File: config.mk
export PLATFORM = sky130hd
export DESIGN_NAME = bp_eaddr_xlate_flat
export DESIGN_NICKNAME = d
export VERILOG_FILES = /design/src/rtl/bp_eaddr_xlate_pkg.sv /design/src/rtl/bp_eaddr_xlate_if.sv /design/src/rtl/bp_eaddr_xlate_cam.sv /design/src/rtl/bp_eaddr_xlate.sv /design/src/flat_wrapper.sv
export SDC_FILE = /design/constraint.sdc
export NUM_CORES = 1
export LEC_CHECK = 0
export CORE_AREA = 4 4 217 219
export CTS_CLUSTER_SIZE = 8
export DETAILED_ROUTE_END_ITERATION = 6
export DIE_AREA = 0 0 221 223
export PLACE_DENSITY = 0.85
export SETUP_SLACK_MARGIN = 0.02
export SLEW_MARGIN = 40
export SYNTH_ARGS = -nofsm -noshare
export SYNTH_HDL_FRONTEND = slang
export SYNTH_HIERARCHICAL = 1
export SYNTH_SLANG_ARGS = --single-unit
File: constraint.sdc
create_clock -name clk_i -period 16.39 [get_ports clk_i]
set_clock_uncertainty 0.05 [all_clocks]
set_input_delay 3.278 -clock clk_i [delete_from_list [all_inputs] [get_ports clk_i]]
set_output_delay 3.278 -clock clk_i [all_outputs]
set_load 0.05 [all_outputs]
File: src/rtl/bp_eaddr_xlate_pkg.sv
// SV39 address-translation constants and the translation entry struct macro
// shared by the eaddr translation stage and its CAM.
`ifndef BP_EADDR_XLATE_PKG_SV
`define BP_EADDR_XLATE_PKG_SV

`define DECLARE_BP_XLATE_ENTRY_S(vtag_w, ptag_w) \
  typedef struct packed {                        \
    logic              v;                        \
    logic [vtag_w-1:0] vtag;                     \
    logic [ptag_w-1:0] ptag;                     \
  } bp_xlate_entry_s;

package bp_eaddr_xlate_pkg;

  localparam int unsigned sv39_eaddr_width_gp       = 64;
  localparam int unsigned sv39_vaddr_width_gp       = 39;
  localparam int unsigned sv39_paddr_width_gp       = 56;
  localparam int unsigned sv39_page_offset_width_gp = 12;

  // Upper eaddr bits that must be a sign extension of the top vaddr bit.
  localparam int unsigned sv39_canon_lsb_gp   = sv39_vaddr_width_gp - 1;
  localparam int unsigned sv39_canon_width_gp = sv39_eaddr_width_gp - sv39_canon_lsb_gp;

endpackage

`endif

File: src/rtl/bp_eaddr_xlate_if.sv
// Request, fill, flush and result bundle of the eaddr translation stage.
interface bp_eaddr_xlate_if
  import bp_eaddr_xlate_pkg::*;
#(
  parameter int unsigned eaddr_width_p       = sv39_eaddr_width_gp,
  parameter int unsigned vaddr_width_p       = sv39_vaddr_width_gp,
  parameter int unsigned paddr_width_p       = sv39_paddr_width_gp,
  parameter int unsigned page_offset_width_p = sv39_page_offset_width_gp
);
  localparam int unsigned vtag_width_lp = vaddr_width_p - page_offset_width_p;
  localparam int unsigned ptag_width_lp = paddr_width_p - page_offset_width_p;

  logic                     translation_en_i;
  logic                     v_i;
  logic                     ready_o;
  logic [eaddr_width_p-1:0] eaddr_i;

  logic                     w_v_i;
  logic [vtag_width_lp-1:0] w_vtag_i;
  logic [ptag_width_lp-1:0] w_ptag_i;
  logic                     flush_i;

  logic                     r_v_o;
  logic                     r_yumi_i;
  logic [paddr_width_p-1:0] r_paddr_o;
  logic                     r_miss_o;
  logic                     r_page_fault_o;
  logic                     r_access_fault_o;

  modport master (
    output translation_en_i, v_i, eaddr_i, w_v_i, w_vtag_i, w_ptag_i, flush_i, r_yumi_i,
    input  ready_o, r_v_o, r_paddr_o, r_miss_o, r_page_fault_o, r_access_fault_o
  );

  modport slave (
    input  translation_en_i, v_i, eaddr_i, w_v_i, w_vtag_i, w_ptag_i, flush_i, r_yumi_i,
    output ready_o, r_v_o, r_paddr_o, r_miss_o, r_page_fault_o, r_access_fault_o
  );

endinterface

File: src/rtl/bp_eaddr_xlate_cam.sv
// Fully-associative translation buffer: entry storage, lookup match,
// fill victim selection and round-robin replacement pointer.
module bp_xlate_cam
  import bp_eaddr_xlate_pkg::*;
#(
  parameter int unsigned vtag_width_p = 27,
  parameter int unsigned ptag_width_p = 44,
  parameter int unsigned els_p        = 8
)
(
  input  logic                    clk_i,
  input  logic                    reset_i,
  input  logic                    flush_i,
  input  logic                    w_v_i,
  input  logic [vtag_width_p-1:0] w_vtag_i,
  input  logic [ptag_width_p-1:0] w_ptag_i,
  input  logic [vtag_width_p-1:0] r_vtag_i,
  output logic                    r_hit_o,
  output logic [ptag_width_p-1:0] r_ptag_o
);
  localparam int unsigned ptr_width_lp = $clog2(els_p);

  `DECLARE_BP_XLATE_ENTRY_S(vtag_width_p, ptag_width_p)

  bp_xlate_entry_s         entry_q [els_p];
  logic [ptr_width_lp-1:0] ptr_q;
  logic [els_p-1:0]        hit_v;

  logic                    w_match;
  logic [ptr_width_lp-1:0] w_match_idx;
  logic                    inv_found;
  logic [ptr_width_lp-1:0] inv_idx;
  logic [ptr_width_lp-1:0] victim;
  logic                    use_ptr;

  always_comb begin
    hit_v    = '0;
    r_ptag_o = '0;
    for (int unsigned i = 0; i < els_p; i++) begin
      hit_v[i] = entry_q[i].v && (entry_q[i].vtag == r_vtag_i);
      r_ptag_o = r_ptag_o | ({ptag_width_p{hit_v[i]}} & entry_q[i].ptag);
    end
  end
  assign r_hit_o = |hit_v;

  // Victim priority: matching vtag, then lowest invalid slot, then the pointer.
  always_comb begin
    w_match     = 1'b0;
    w_match_idx = '0;
    inv_found   = 1'b0;
    inv_idx     = '0;
    for (int unsigned i = 0; i < els_p; i++) begin
      if (entry_q[i].v && (entry_q[i].vtag == w_vtag_i)) begin
        w_match     = 1'b1;
        w_match_idx = ptr_width_lp'(i);
      end
      if (!entry_q[i].v && !inv_found) begin
        inv_found = 1'b1;
        inv_idx   = ptr_width_lp'(i);
      end
    end
    use_ptr = !w_match && !inv_found;
    victim  = w_match ? w_match_idx : (inv_found ? inv_idx : ptr_q);
  end

  always_ff @(posedge clk_i) begin
    if (reset_i) begin
      for (int unsigned i = 0; i < els_p; i++) entry_q[i].v <= 1'b0;
      ptr_q <= '0;
    end else if (flush_i) begin
      for (int unsigned i = 0; i < els_p; i++) entry_q[i].v <= 1'b0;
    end else if (w_v_i) begin
      entry_q[victim].v    <= 1'b1;
      entry_q[victim].vtag <= w_vtag_i;
      entry_q[victim].ptag <= w_ptag_i;
      if (use_ptr)
        ptr_q <= (ptr_q == ptr_width_lp'(els_p - 1)) ? '0 : ptr_q + 1'b1;
    end
  end

  a_hit_onehot: assert property (@(posedge clk_i) disable iff (reset_i) $onehot0(hit_v));

endmodule

File: src/rtl/bp_eaddr_xlate.sv
// Effective-to-physical address translation stage: canonicality check,
// bare passthrough, translation buffer lookup and a valid/yumi output register.
module bp_eaddr_xlate
  import bp_eaddr_xlate_pkg::*;
#(
  parameter int unsigned eaddr_width_p       = sv39_eaddr_width_gp,
  parameter int unsigned vaddr_width_p       = sv39_vaddr_width_gp,
  parameter int unsigned paddr_width_p       = sv39_paddr_width_gp,
  parameter int unsigned page_offset_width_p = sv39_page_offset_width_gp,
  parameter int unsigned els_p               = 8
)
(
  input logic           clk_i,
  input logic           reset_i,
  bp_eaddr_xlate_if.slave io
);
  localparam int unsigned vtag_width_lp  = vaddr_width_p - page_offset_width_p;
  localparam int unsigned ptag_width_lp  = paddr_width_p - page_offset_width_p;
  localparam int unsigned canon_width_lp = eaddr_width_p - vaddr_width_p + 1;

  logic [canon_width_lp-1:0] canon_bits;
  logic                      page_fault;
  logic                      access_fault;
  logic [vtag_width_lp-1:0]  lookup_vtag;
  logic                      cam_hit;
  logic [ptag_width_lp-1:0]  cam_ptag;
  logic                      accept;

  logic [paddr_width_p-1:0]  paddr_n;
  logic                      miss_n, page_fault_n, access_fault_n;

  logic                      r_v_q;
  logic [paddr_width_p-1:0]  r_paddr_q;
  logic                      r_miss_q, r_page_fault_q, r_access_fault_q;

  assign canon_bits   = io.eaddr_i[eaddr_width_p-1:vaddr_width_p-1];
  assign page_fault   = !((canon_bits == '0) || (canon_bits == '1));
  assign access_fault = |io.eaddr_i[eaddr_width_p-1:paddr_width_p];
  assign lookup_vtag  = io.eaddr_i[vaddr_width_p-2:page_offset_width_p];

  bp_xlate_cam #(
    .vtag_width_p(vtag_width_lp),
    .ptag_width_p(ptag_width_lp),
    .els_p       (els_p)
  ) cam (
    .clk_i   (clk_i),
    .reset_i (reset_i),
    .flush_i (io.flush_i),
    .w_v_i   (io.w_v_i),
    .w_vtag_i(io.w_vtag_i),
    .w_ptag_i(io.w_ptag_i),
    .r_vtag_i(lookup_vtag),
    .r_hit_o (cam_hit),
    .r_ptag_o(cam_ptag)
  );

  assign io.ready_o = !reset_i && !io.flush_i && (!r_v_q || io.r_yumi_i);
  assign accept     = io.v_i && io.ready_o;

  always_comb begin
    paddr_n        = '0;
    miss_n         = 1'b0;
    page_fault_n   = 1'b0;
    access_fault_n = 1'b0;
    if (io.translation_en_i) begin
      if (page_fault)
        page_fault_n = 1'b1;
      else if (cam_hit)
        paddr_n = {cam_ptag, io.eaddr_i[page_offset_width_p-1:0]};
      else
        miss_n = 1'b1;
    end else begin
      paddr_n        = io.eaddr_i[paddr_width_p-1:0];
      access_fault_n = access_fault;
    end
  end

  // Data fields keep their last value after yumi; only r_v_q drops.
  always_ff @(posedge clk_i) begin
    if (reset_i) begin
      r_v_q            <= 1'b0;
      r_paddr_q        <= '0;
      r_miss_q         <= 1'b0;
      r_page_fault_q   <= 1'b0;
      r_access_fault_q <= 1'b0;
    end else if (accept) begin
      r_v_q            <= 1'b1;
      r_paddr_q        <= paddr_n;
      r_miss_q         <= miss_n;
      r_page_fault_q   <= page_fault_n;
      r_access_fault_q <= access_fault_n;
    end else if (io.r_yumi_i) begin
      r_v_q <= 1'b0;
    end
  end

  assign io.r_v_o            = r_v_q;
  assign io.r_paddr_o        = r_paddr_q;
  assign io.r_miss_o         = r_miss_q;
  assign io.r_page_fault_o   = r_page_fault_q;
  assign io.r_access_fault_o = r_access_fault_q;

  a_yumi_legal: assert property (@(posedge clk_i) disable iff (reset_i) io.r_yumi_i |-> r_v_q);

endmodule

File: src/flat_wrapper.sv
// flat-port wrapper written by rule: the top's interface ports become plain ports
module bp_eaddr_xlate_flat import bp_eaddr_xlate_pkg::*;
#(
  parameter int unsigned eaddr_width_p       = sv39_eaddr_width_gp,
  parameter int unsigned vaddr_width_p       = sv39_vaddr_width_gp,
  parameter int unsigned paddr_width_p       = sv39_paddr_width_gp,
  parameter int unsigned page_offset_width_p = sv39_page_offset_width_gp,
  parameter int unsigned els_p               = 8
)
  (clk_i, reset_i, io_translation_en_i, io_v_i, io_eaddr_i, io_w_v_i, io_w_vtag_i, io_w_ptag_i, io_flush_i, io_r_yumi_i, io_ready_o, io_r_v_o, io_r_paddr_o, io_r_miss_o, io_r_page_fault_o, io_r_access_fault_o);
  bp_eaddr_xlate_if #(.eaddr_width_p(eaddr_width_p), .vaddr_width_p(vaddr_width_p), .paddr_width_p(paddr_width_p), .page_offset_width_p(page_offset_width_p)) io_i ();
  input logic clk_i;
  input logic reset_i;
  input wire logic [$bits(io_i.translation_en_i)-1:0] io_translation_en_i;
  input wire logic [$bits(io_i.v_i)-1:0] io_v_i;
  input wire logic [$bits(io_i.eaddr_i)-1:0] io_eaddr_i;
  input wire logic [$bits(io_i.w_v_i)-1:0] io_w_v_i;
  input wire logic [$bits(io_i.w_vtag_i)-1:0] io_w_vtag_i;
  input wire logic [$bits(io_i.w_ptag_i)-1:0] io_w_ptag_i;
  input wire logic [$bits(io_i.flush_i)-1:0] io_flush_i;
  input wire logic [$bits(io_i.r_yumi_i)-1:0] io_r_yumi_i;
  output wire logic [$bits(io_i.ready_o)-1:0] io_ready_o;
  output wire logic [$bits(io_i.r_v_o)-1:0] io_r_v_o;
  output wire logic [$bits(io_i.r_paddr_o)-1:0] io_r_paddr_o;
  output wire logic [$bits(io_i.r_miss_o)-1:0] io_r_miss_o;
  output wire logic [$bits(io_i.r_page_fault_o)-1:0] io_r_page_fault_o;
  output wire logic [$bits(io_i.r_access_fault_o)-1:0] io_r_access_fault_o;
  assign io_i.translation_en_i = io_translation_en_i;
  assign io_i.v_i = io_v_i;
  assign io_i.eaddr_i = io_eaddr_i;
  assign io_i.w_v_i = io_w_v_i;
  assign io_i.w_vtag_i = io_w_vtag_i;
  assign io_i.w_ptag_i = io_w_ptag_i;
  assign io_i.flush_i = io_flush_i;
  assign io_i.r_yumi_i = io_r_yumi_i;
  assign io_ready_o = io_i.ready_o;
  assign io_r_v_o = io_i.r_v_o;
  assign io_r_paddr_o = io_i.r_paddr_o;
  assign io_r_miss_o = io_i.r_miss_o;
  assign io_r_page_fault_o = io_i.r_page_fault_o;
  assign io_r_access_fault_o = io_i.r_access_fault_o;
  bp_eaddr_xlate #(.eaddr_width_p(eaddr_width_p), .vaddr_width_p(vaddr_width_p), .paddr_width_p(paddr_width_p), .page_offset_width_p(page_offset_width_p), .els_p(els_p)) u_core (.clk_i(clk_i), .reset_i(reset_i), .io(io_i));
endmodule
* After elaboration in Yosys (flattened, before gate mapping)
Memory sizes are Yosys's and may differ from the RTL's.
Cells that the tools add are included.
** Cells by class
- Reduce and logical (&&, ||, !) cells :: 53
- Mux-type cells :: 64
- Bitwise operators :: 24
- $add $sub $neg :: 1
- Equality and inequality tests :: 18
** Operator list (number)
- 44-bit bitwise AND :: 8
- 44-bit OR :: 7
- 27-bit by 26-bit == test with 1-bit output :: 8
- 27-bit == test :: 8
- 56-bit 2-to-1 mux :: 3
- 72-bit 2-to-1 mux :: 1
- 72-bit OR reduction :: 1
- 3-bit 2-to-1 mux :: 16
- 1-bit 2-to-1 mux :: 43
- 1-bit logical AND :: 27
- 26-bit == test, second input constant :: 1
- 26-bit logical NOT :: 1
- 1-bit logical NOT :: 18
- 8-bit OR reduction :: 2
- 1-bit OR :: 8
- 3-bit by 1-bit adder with 3-bit output, second input constant :: 1
- 3-bit == test, second input constant :: 1
- 3-bit AND reduction :: 1
- 1-bit logical OR :: 2
- 2-bit 2-to-1 mux :: 1
- 2-bit nonzero test :: 1
- 1-bit NOT :: 1
** Storage, ports and cells
- Input port bits :: 142
- Memories kept :: 1
- Bits in registers :: 63
- RAM bits :: 576
- Logic and storage cells :: 167
- Output and inout bits :: 61
** Memory list
- u_core.cam.entry_q :: depth 8, bits a word 72, read ports 8, clocked after memory_dff 0, wr ports 8, RTL line bp_eaddr_xlate_cam.sv:25 : bp_xlate_entry_s entry_q [els_p];

* Logic depth before layout (Yosys ltp)
Gate-level depths: netlist (run 1).
An unclocked memory read counts as a cell.
- Depth after elaboration :: 25
- Gate-level depth with buffers :: 12

* By module
The synthesis (run 1) kept the hierarchy.
** By module, submodules not included
- bp_xlate_cam :: times used 1, cells each 1542, area an instance 24703.7 um^2
- bp_eaddr_xlate :: times used 1, cells each 407, area an instance 3572.2 um^2

* Worst setup path after synthesis (run 1)
Ideal clock, no wire load.
- Path type :: input-to-reg
- Start point :: input port io_w_vtag_i[11]
- End point :: memory u_core/cam/entry_q[7][0] (netlist name) (enable)
- Data required time :: 15.752 ns
- Setup slack :: 6.130 ns
- Arrival time :: 9.622 ns
- Cell stages on the path :: 9
- Cells stage by stage :: buf_4 -> xnor2_1 -> nand4_1 -> nor4_1 -> and4_1 -> o21ai_0 -> a21bo_2 -> a22o_1 -> nor3_1
** RTL lines
- start: declaration :: RTL line flat_wrapper.sv:18 : input wire logic [$bits(io_i.w_vtag_i)-1:0] io_w_vtag_i;
- end: declaration :: RTL line bp_eaddr_xlate_cam.sv:25

* Final worst setup path (run 1)
- Start point :: input port reset_i
- End point :: output port io_ready_o
** Between the ends
- Cells in the longest elaborated chain, start to end :: 3
** Ends and longest elaborated chain
- start: declaration :: RTL line flat_wrapper.sv:13 : input logic reset_i;
- 1-bit logical NOT :: RTL line bp_eaddr_xlate.sv:57 : assign io.ready_o = !reset_i && !io.flush_i && (!r_v_q || io.r_yumi_i);
- 1-bit logical AND (2 in a row) :: RTL line bp_eaddr_xlate.sv:57
- end: declaration :: RTL line flat_wrapper.sv:22 : output wire logic [$bits(io_i.ready_o)-1:0] io_ready_o;
Every way passes these cells.

==> impl_results.md, run 1 <==
* Vias per Instance at 6.91
* Ys flop type: edfxtp_1
* MaxCap Viol Count at 0
* Io pins at 203
* DRC viols at 0
* F_max at 120 MHz
* Reg2Reg Setup Slack at 12050 ps
* RSZ-0062 raised after global routing: false
* Port bufs at 202
* Worst skew pair latency at 640 ps
* GR Util All Layers at 0.342
* Row count at 78
* DR WL/cell at 30.6 um
* Worst R2R End: u_core/cam/entry_q[7][14]
* Core Region at 45100 um2
* Reg2Reg Depth at 10
* Die width at 221 um
* Tot Pwr at 3.74 mW
* CTS max path bufs at 3
* Gpl congestion at 1.00
* Post-synthesis async set-or-reset flop share at 0
* Setup Crit Path Kind: input pin to output pin
* Share of layout cells above drive strength 1 at 0.0959
* Root buf cell: clkbuf_16
* Post-synthesis sequential area ratio at 0.653
* CTS HTree Levels at 3
* Syn. warnings at 6
* Multi-input combinational cell area at 9180 um2
* Final setup viols at 0
* CTS Buf Count at 90
* Slew margin rel. at 0.405
* CTS tree: yes
* Arr. time, crit path at 5020 ps
* Hold Path End: u_core/io.r_access_fault_o
* Worst VDD drop at 0.110 mV
* Hold Crit Start: u_core/io.r_access_fault_o
* Drt total wl at 86400 um
* Vias in the first global route at 19600
* CP endpoint kind: output pin
* Final Util at 0.741
* Post-synthesis cell type count at 54
* Commonest non-fill, non-tap cell in the layout: edfxtp_1
* Post-route ant nets at 0
* Drt pass-1 iters at 5
* Pleak at 10.5 nW
* Slew Limit Fails at 0
* Post-CTS repair timing setup buffer count at 0
* Vias at 19500
* Dpl hpwl at 50100 um
* Status: finished clean
* Overflow after GRT at 0
* Iteration-0 DRC Markers at 2904
* Post-CTS Hold Buffers at 0
* Worst setup SP type: input pin
* Hold path depth at 2
* Setup TNS Final at 0 ps
* Worst slew pin tran at 890 ps
* Commonest non-fill, non-tap cells in the layout: edfxtp_1, xnor2_1, clkdlybuf4s50_1
* Filler Cells Inserted at 2671
* Syn_nets at 2093
* Area growth from synthesis to layout at 18.1%
* Synthesized area per cell at 14.5 um2
* Seq. cell area at 18500 um2
* Hold crit path type: flip-flop to flip-flop
* Cell Area, Synth at 28300 um2
* Register bit total from synthesis at 639
* Die area at 49300 um2
* Starting Density at 0.627
* Power Density at 112 nW/um2
* Post-synth EDFFs at 568
* Antenna violations before repair at 5
* Die H at 223 um
* Nets@finish at 2314
* Worst R2R Start: u_core/cam/entry_q[1][58]
* Post-cts sizing count at 0
* Crit Path Max Fanout at 66
* Largest net degree at the start of global routing at 104
* Final Hold Fails at 0
* First-pass GRT wire length at 127000 um
* Req. time, crit path at 13060 ps
* Period utilization at 0.509
* Tmin final at 8350 ps
* Clk slew on worst S/H paths at 50 ps
* CTS Sinks at 639
* Synthesized instance count at 1949
==> registers in the layout, summed over array words and instances, names as in the netlist <==
register                    flops
u_core/cam/ptr_q                3
u_core/io.r_v_o                 1
u_core/io.r_miss_o              1
u_core/cam/entry_q            576
u_core/io.r_page_fault_o        1
u_core/io.r_access_fault_o      1
u_core/io.r_paddr_o            56
==> per-stage QoR <==
stage / instance area [um2] / hold slack, ps / cells / setup WS, ps
after floorplan: 28300 / 414 / 1949 / 6130
after global placement: 30800 / 412 / 2675 / 8030
after detailed placement: 30800 / 423 / 2677 / 8040
after CTS: 33400 / 432 / 2820 / 8040
after global routing: 33400 / 459 / 2821 / 7980
final: 33400 / 432 / 2822 / 8040
==> logic make-up (layout without fill, tap and decap cells) <==
family                   Yosys count  count (layout)  synth area share
AO/OA/AOI/OAI                    301             301            0.0823
other                              1               2          0.000133
flip-flops                       639             639             0.653
adder cells (fa/ha/maj)            2               2          0.000885
buffers and inverters            133             405            0.0248
multiplexers                      58              58            0.0205
AND/OR/NAND/NOR                  385             385            0.0847
XOR/XNOR                         430             430             0.133
==> power by group <==
group	leakage, nW	internal (mW)	total [mW]	switching (mW)
sequential	5.69	1.79	1.79	0.00601
combinational	3.56	0.0835	0.227	0.143
clock	1.24	1.02	1.72	0.694
total	10.5	2.89	3.74	0.843
==> worst max-delay path, cell delays in order <==
cell             delay, ps
buf_2                   80
buf_4                  610
nor2_1                 150
and2_1                 200
clkdlybuf4s50_1        690
==> per-layer routing <==
layer / vias to the layer above / track usage / share of wire
met2: 1754 / 0.521 / 0.45
met4: 10 / 0.150 / 0.049
met1: 9506 / 0.465 / 0.35
li1: 7922 / - / -
met3: 319 / 0.0995 / 0.15
met5: - / 0 / 0.00080
==> synthesized netlist by cell type (8+ instances only) <==
library cell	number	area (um2)
buf_2	47	235
and2_1	43	269
edfxtp_1	568	17100
nor2b_1	60	375
clkbuf_1	48	180
a22o_1	45	394
o21ai_0	11	55.1
dfxtp_1	71	1420
nor2_1	15	56.3
xnor2_1	315	2760
mux2i_1	58	581
o22ai_1	50	313
buf_4	30	225
a221oi_1	44	385
nand3_1	62	310
o211ai_1	41	308
xor2_1	115	1010
nand2b_1	8	50.1
nand2_1	18	67.6
a22oi_1	90	676
nand4_1	103	644
nor4_1	45	282
==> area by class of cell <==
cell class,instances,area share
inverter,4,0.000450
tap,600,0.0225
timing repair buffer,258,0.0706
clock inverter,8,0.00506
multi-input combinational,1177,0.275
antenna,1,0.0000749
clock buffer,135,0.0731
sequential,639,0.553
==> worst max path at each step <==
| stage | start | endpoint | slack [ps] | cells after the start |
|---|---|---|---|---|
| after floorplan | io_w_vtag_i[11] | u_core/cam/entry_q[7][0] | 6130 | 9 |
| after global placement | reset_i | io_ready_o | 8030 | 5 |
| after detailed placement | reset_i | io_ready_o | 8040 | 5 |
| after CTS | reset_i | io_ready_o | 8040 | 5 |
| after global routing | reset_i | io_ready_o | 7980 | 5 |
| final | reset_i | io_ready_o | 8040 | 5 |
(Power assumes the default switching activity.)
==> run 2: changes to the inputs <==
--- a/config.mk
+++ b/config.mk
@@ -5,11 +5,11 @@
 export SDC_FILE = /design/constraint.sdc
 export NUM_CORES = 1
 export LEC_CHECK = 0
-export CORE_AREA = 4 4 217 219
+export CORE_AREA = 4 4 236 238
 export CTS_CLUSTER_SIZE = 8
 export DETAILED_ROUTE_END_ITERATION = 6
-export DIE_AREA = 0 0 221 223
-export PLACE_DENSITY = 0.85
+export DIE_AREA = 0 0 240 242
+export PLACE_DENSITY = 0.77
 export SETUP_SLACK_MARGIN = 0.02
 export SLEW_MARGIN = 40
 export SYNTH_ARGS = -nofsm -noshare
==> constraint.sdc (replaced) <==
create_clock -name clk_i -period 7.1 [get_ports clk_i]
set_clock_uncertainty 0.05 [all_clocks]
set_input_delay 1.42 -clock clk_i [delete_from_list [all_inputs] [get_ports clk_i]]
set_output_delay 1.42 -clock clk_i [all_outputs]
set_load 0.05 [all_outputs]
==> impl_results.md, run 2 (synthesized netlist as in run 1, its figures left out) <==
* Status: finished clean
* Int Power at 6.71 mW (+130%)
* Arr. time, crit path at 5690 ps (+670 ps)
* Commonest non-fill, non-tap cell in the layout: edfxtp_1
* Vias in the first global route at 18800 (-4.0%)
* Largest register FFs at 576 (unchanged)
* Worst skew pair latency at 640 ps (about the same)
* Commonest non-fill, non-tap cells in the layout: edfxtp_1, xnor2_1, clkdlybuf4s50_1
* Final Hold Fails at 0 (unchanged)
* Req. time, crit path at 7380 ps (-5680 ps)
* First-pass GRT wire length at 139000 um (+9.5%)
* Sw power at 2.00 mW (+140%)
* Drt total wl at 97700 um (+13%)
* Iteration-0 DRC Markers at 2537 (-13%)
* Worst setup SP type: input pin
* Setup TNS Final at 0 ps (unchanged)
* DP Cell Count at 2793 (+4.3%)
* Largest net degree at the start of global routing at 72 (-31%)
* Hold crit path type: flip-flop to flip-flop
* Dpl ws at 1230 ps (-6810 ps)
* Tmin final at 5400 ps
* Worst slew pin tran at 895 ps (+4.92 ps)
* Biggest register: u_core/cam/entry_q
* Nets@finish at 2335 (+0.91%)
* MaxCap Viol Count at 0 (unchanged)
* Hold Crit Start: u_core/io.r_access_fault_o
* Worst VDD drop at 0.278 mV (+150%)
* Period utilization at 0.761
* Antenna violations before repair at 5 (unchanged)
* Filler Cells Inserted at 3881 (+45%)
* Final setup viols at 0 (unchanged)
* Die width at 240 um (+8.6%)
* Slew Limit Fails at 0 (unchanged)
* Starting Density at 0.528 (-0.0996)
* Die area at 58100 um2 (+18%)
* Post-route ant nets at 0 (unchanged)
* Reg2Reg Setup Slack at 2960 ps (-9090 ps)
* ANT cells at 0 (-1)
* Setup Crit Path Kind: input pin to flip-flop
* Root buf cell: clkbuf_16
* F_max at 185 MHz
* Crit Path Max Fanout at 11 (-83%)
* RSZ-0062 raised after global routing: false
* Gpl congestion at 1.03 (+2.1%)
* DR WL/cell at 33.0 um (+7.9%)
* Pleak at 10.7 nW (+1.7%)
* CTS max path bufs at 3 (unchanged)
* Drt pass-1 iters at 6 (+1)
* Worst R2R Start: u_core/cam/entry_q[1][58]
* Worst R2R End: u_core/cam/entry_q[3][47]
* Area growth from synthesis to layout at 20.2%
* Clk slew on worst S/H paths at 50 ps (about the same)
* CTS Buf Count at 90 (unchanged)
* Clk network pwr share at 0.461 (about the same)
* Io pins at 203 (unchanged)
* Overflow after GRT at 0 (unchanged)
* Share of layout cells above drive strength 1 at 0.101 (+0.00538)
* Slew margin rel. at 0.401 (-0.00329)
* CTS Sinks at 639 (unchanged)
* DRC viols at 0 (unchanged)
* Power Density at 256 nW/um2 (+130%)
* Core Region at 53600 um2 (+19%)
* Vias at 19200 (-1.7%)
* GR Util All Layers at 0.331 (-0.0116)
* Flop pwr share at 0.475 (-0.004)
* Port bufs at 202 (unchanged)
* Hold Path End: u_core/io.r_access_fault_o
* Reg2Reg Depth at 9 (-1)
* CTS tree: yes
* CP endpoint kind: flip-flop
* Non-filler cells, final at 2957 (+4.8%)
* Row count at 85 (+9.0%)
* Final Util at 0.634 (-0.107)
* Final WS setup at 1700 ps (-6350 ps)
* Die H at 242 um (+8.5%)
* Sw frac at 0.229 (+0.00379)
* CTS HTree Levels at 3 (unchanged)
* Post-CTS Hold Buffers at 0 (unchanged)
* Vias per Instance at 6.49 (-6.2%)
* Combinational Power Share at 0.064 (+0.003)
* Post-cts sizing count at 0 (unchanged)
* Dpl hpwl at 64300 um (+28%)
* Post-CTS repair timing setup buffer count at 0 (unchanged)
* Hold path depth at 2 (unchanged)
==> run 2: through the flow <==
stage	hold slack (ps)	cell area (um2)	total power [mW]
after floorplan	414	28300	4.47
after global placement	412	31300	4.75
after detailed placement	414	31300	4.75
after CTS	423	34000	8.74
after global routing	465	34000	8.94
final	421	34000	8.71
==> run 2: worst max-delay path, stage by stage <==
cell,delay (ps)
clkdlybuf4s50_1,750
xnor2_1,520
nand4_1,240
nor4_1,570
nand4_1,320
nand4_1,270
o31ai_1,130
a22o_1,440
nor2_4,720
buf_4,290
==> run 2: power by group through the flow <==
stage | registers, mW | clock network [mW] | logic [mW]
CTS | 4.14 | 4.06 | 0.545
floorplan | 4.23 | 0 | 0.239
global route | 4.13 | 4.23 | 0.574
global placement | 4.21 | 0 | 0.541
finish | 4.14 | 4.02 | 0.556
detailed placement | 4.21 | 0 | 0.541
==> run 2: routing by layer <==
| layer | GRT usage | share of wire | up-vias |
|---|---|---|---|
| met5 | 0 | 0.00013 | - |
| met4 | 0.127 | 0.042 | 2 |
| met3 | 0.0620 | 0.10 | 193 |
| met2 | 0.521 | 0.47 | 1299 |
| met1 | 0.459 | 0.39 | 9698 |
| li1 | - | - | 7990 |
==> run 2: worst max path at each step <==
stage | start | endpoint | slack [ps] | cells past startpoint
5_1_grt | io_w_vtag_i[3] | u_core/cam/entry_q[3][47] | 1660 | 11
2_1_floorplan | io_w_vtag_i[8] | u_core/cam/entry_q[0][0] | 450 | 9
3_3_place_gp | io_w_vtag_i[20] | u_core/cam/entry_q[3][70] | 760 | 9
4_1_cts | io_w_vtag_i[2] | u_core/cam/entry_q[3][47] | 1840 | 10
3_5_place_dp | io_w_vtag_i[2] | u_core/cam/entry_q[3][47] | 1230 | 10
6_report | io_w_vtag_i[14] | u_core/cam/entry_q[3][47] | 1700 | 10
==> run 2: final cells by class <==
| cell class | instances | area [um2] | share of cell area |
|---|---|---|---|
| timing repair buffer | 279 | 2750 | 0.0809 |
| clock buffer | 154 | 2490 | 0.0733 |
| inverter | 4 | 15.0 | 0.000442 |
| multi-input combinational | 1177 | 9220 | 0.271 |
| clock inverter | 8 | 164 | 0.00482 |
| tap | 696 | 871 | 0.0256 |
| sequential | 639 | 18500 | 0.544 |
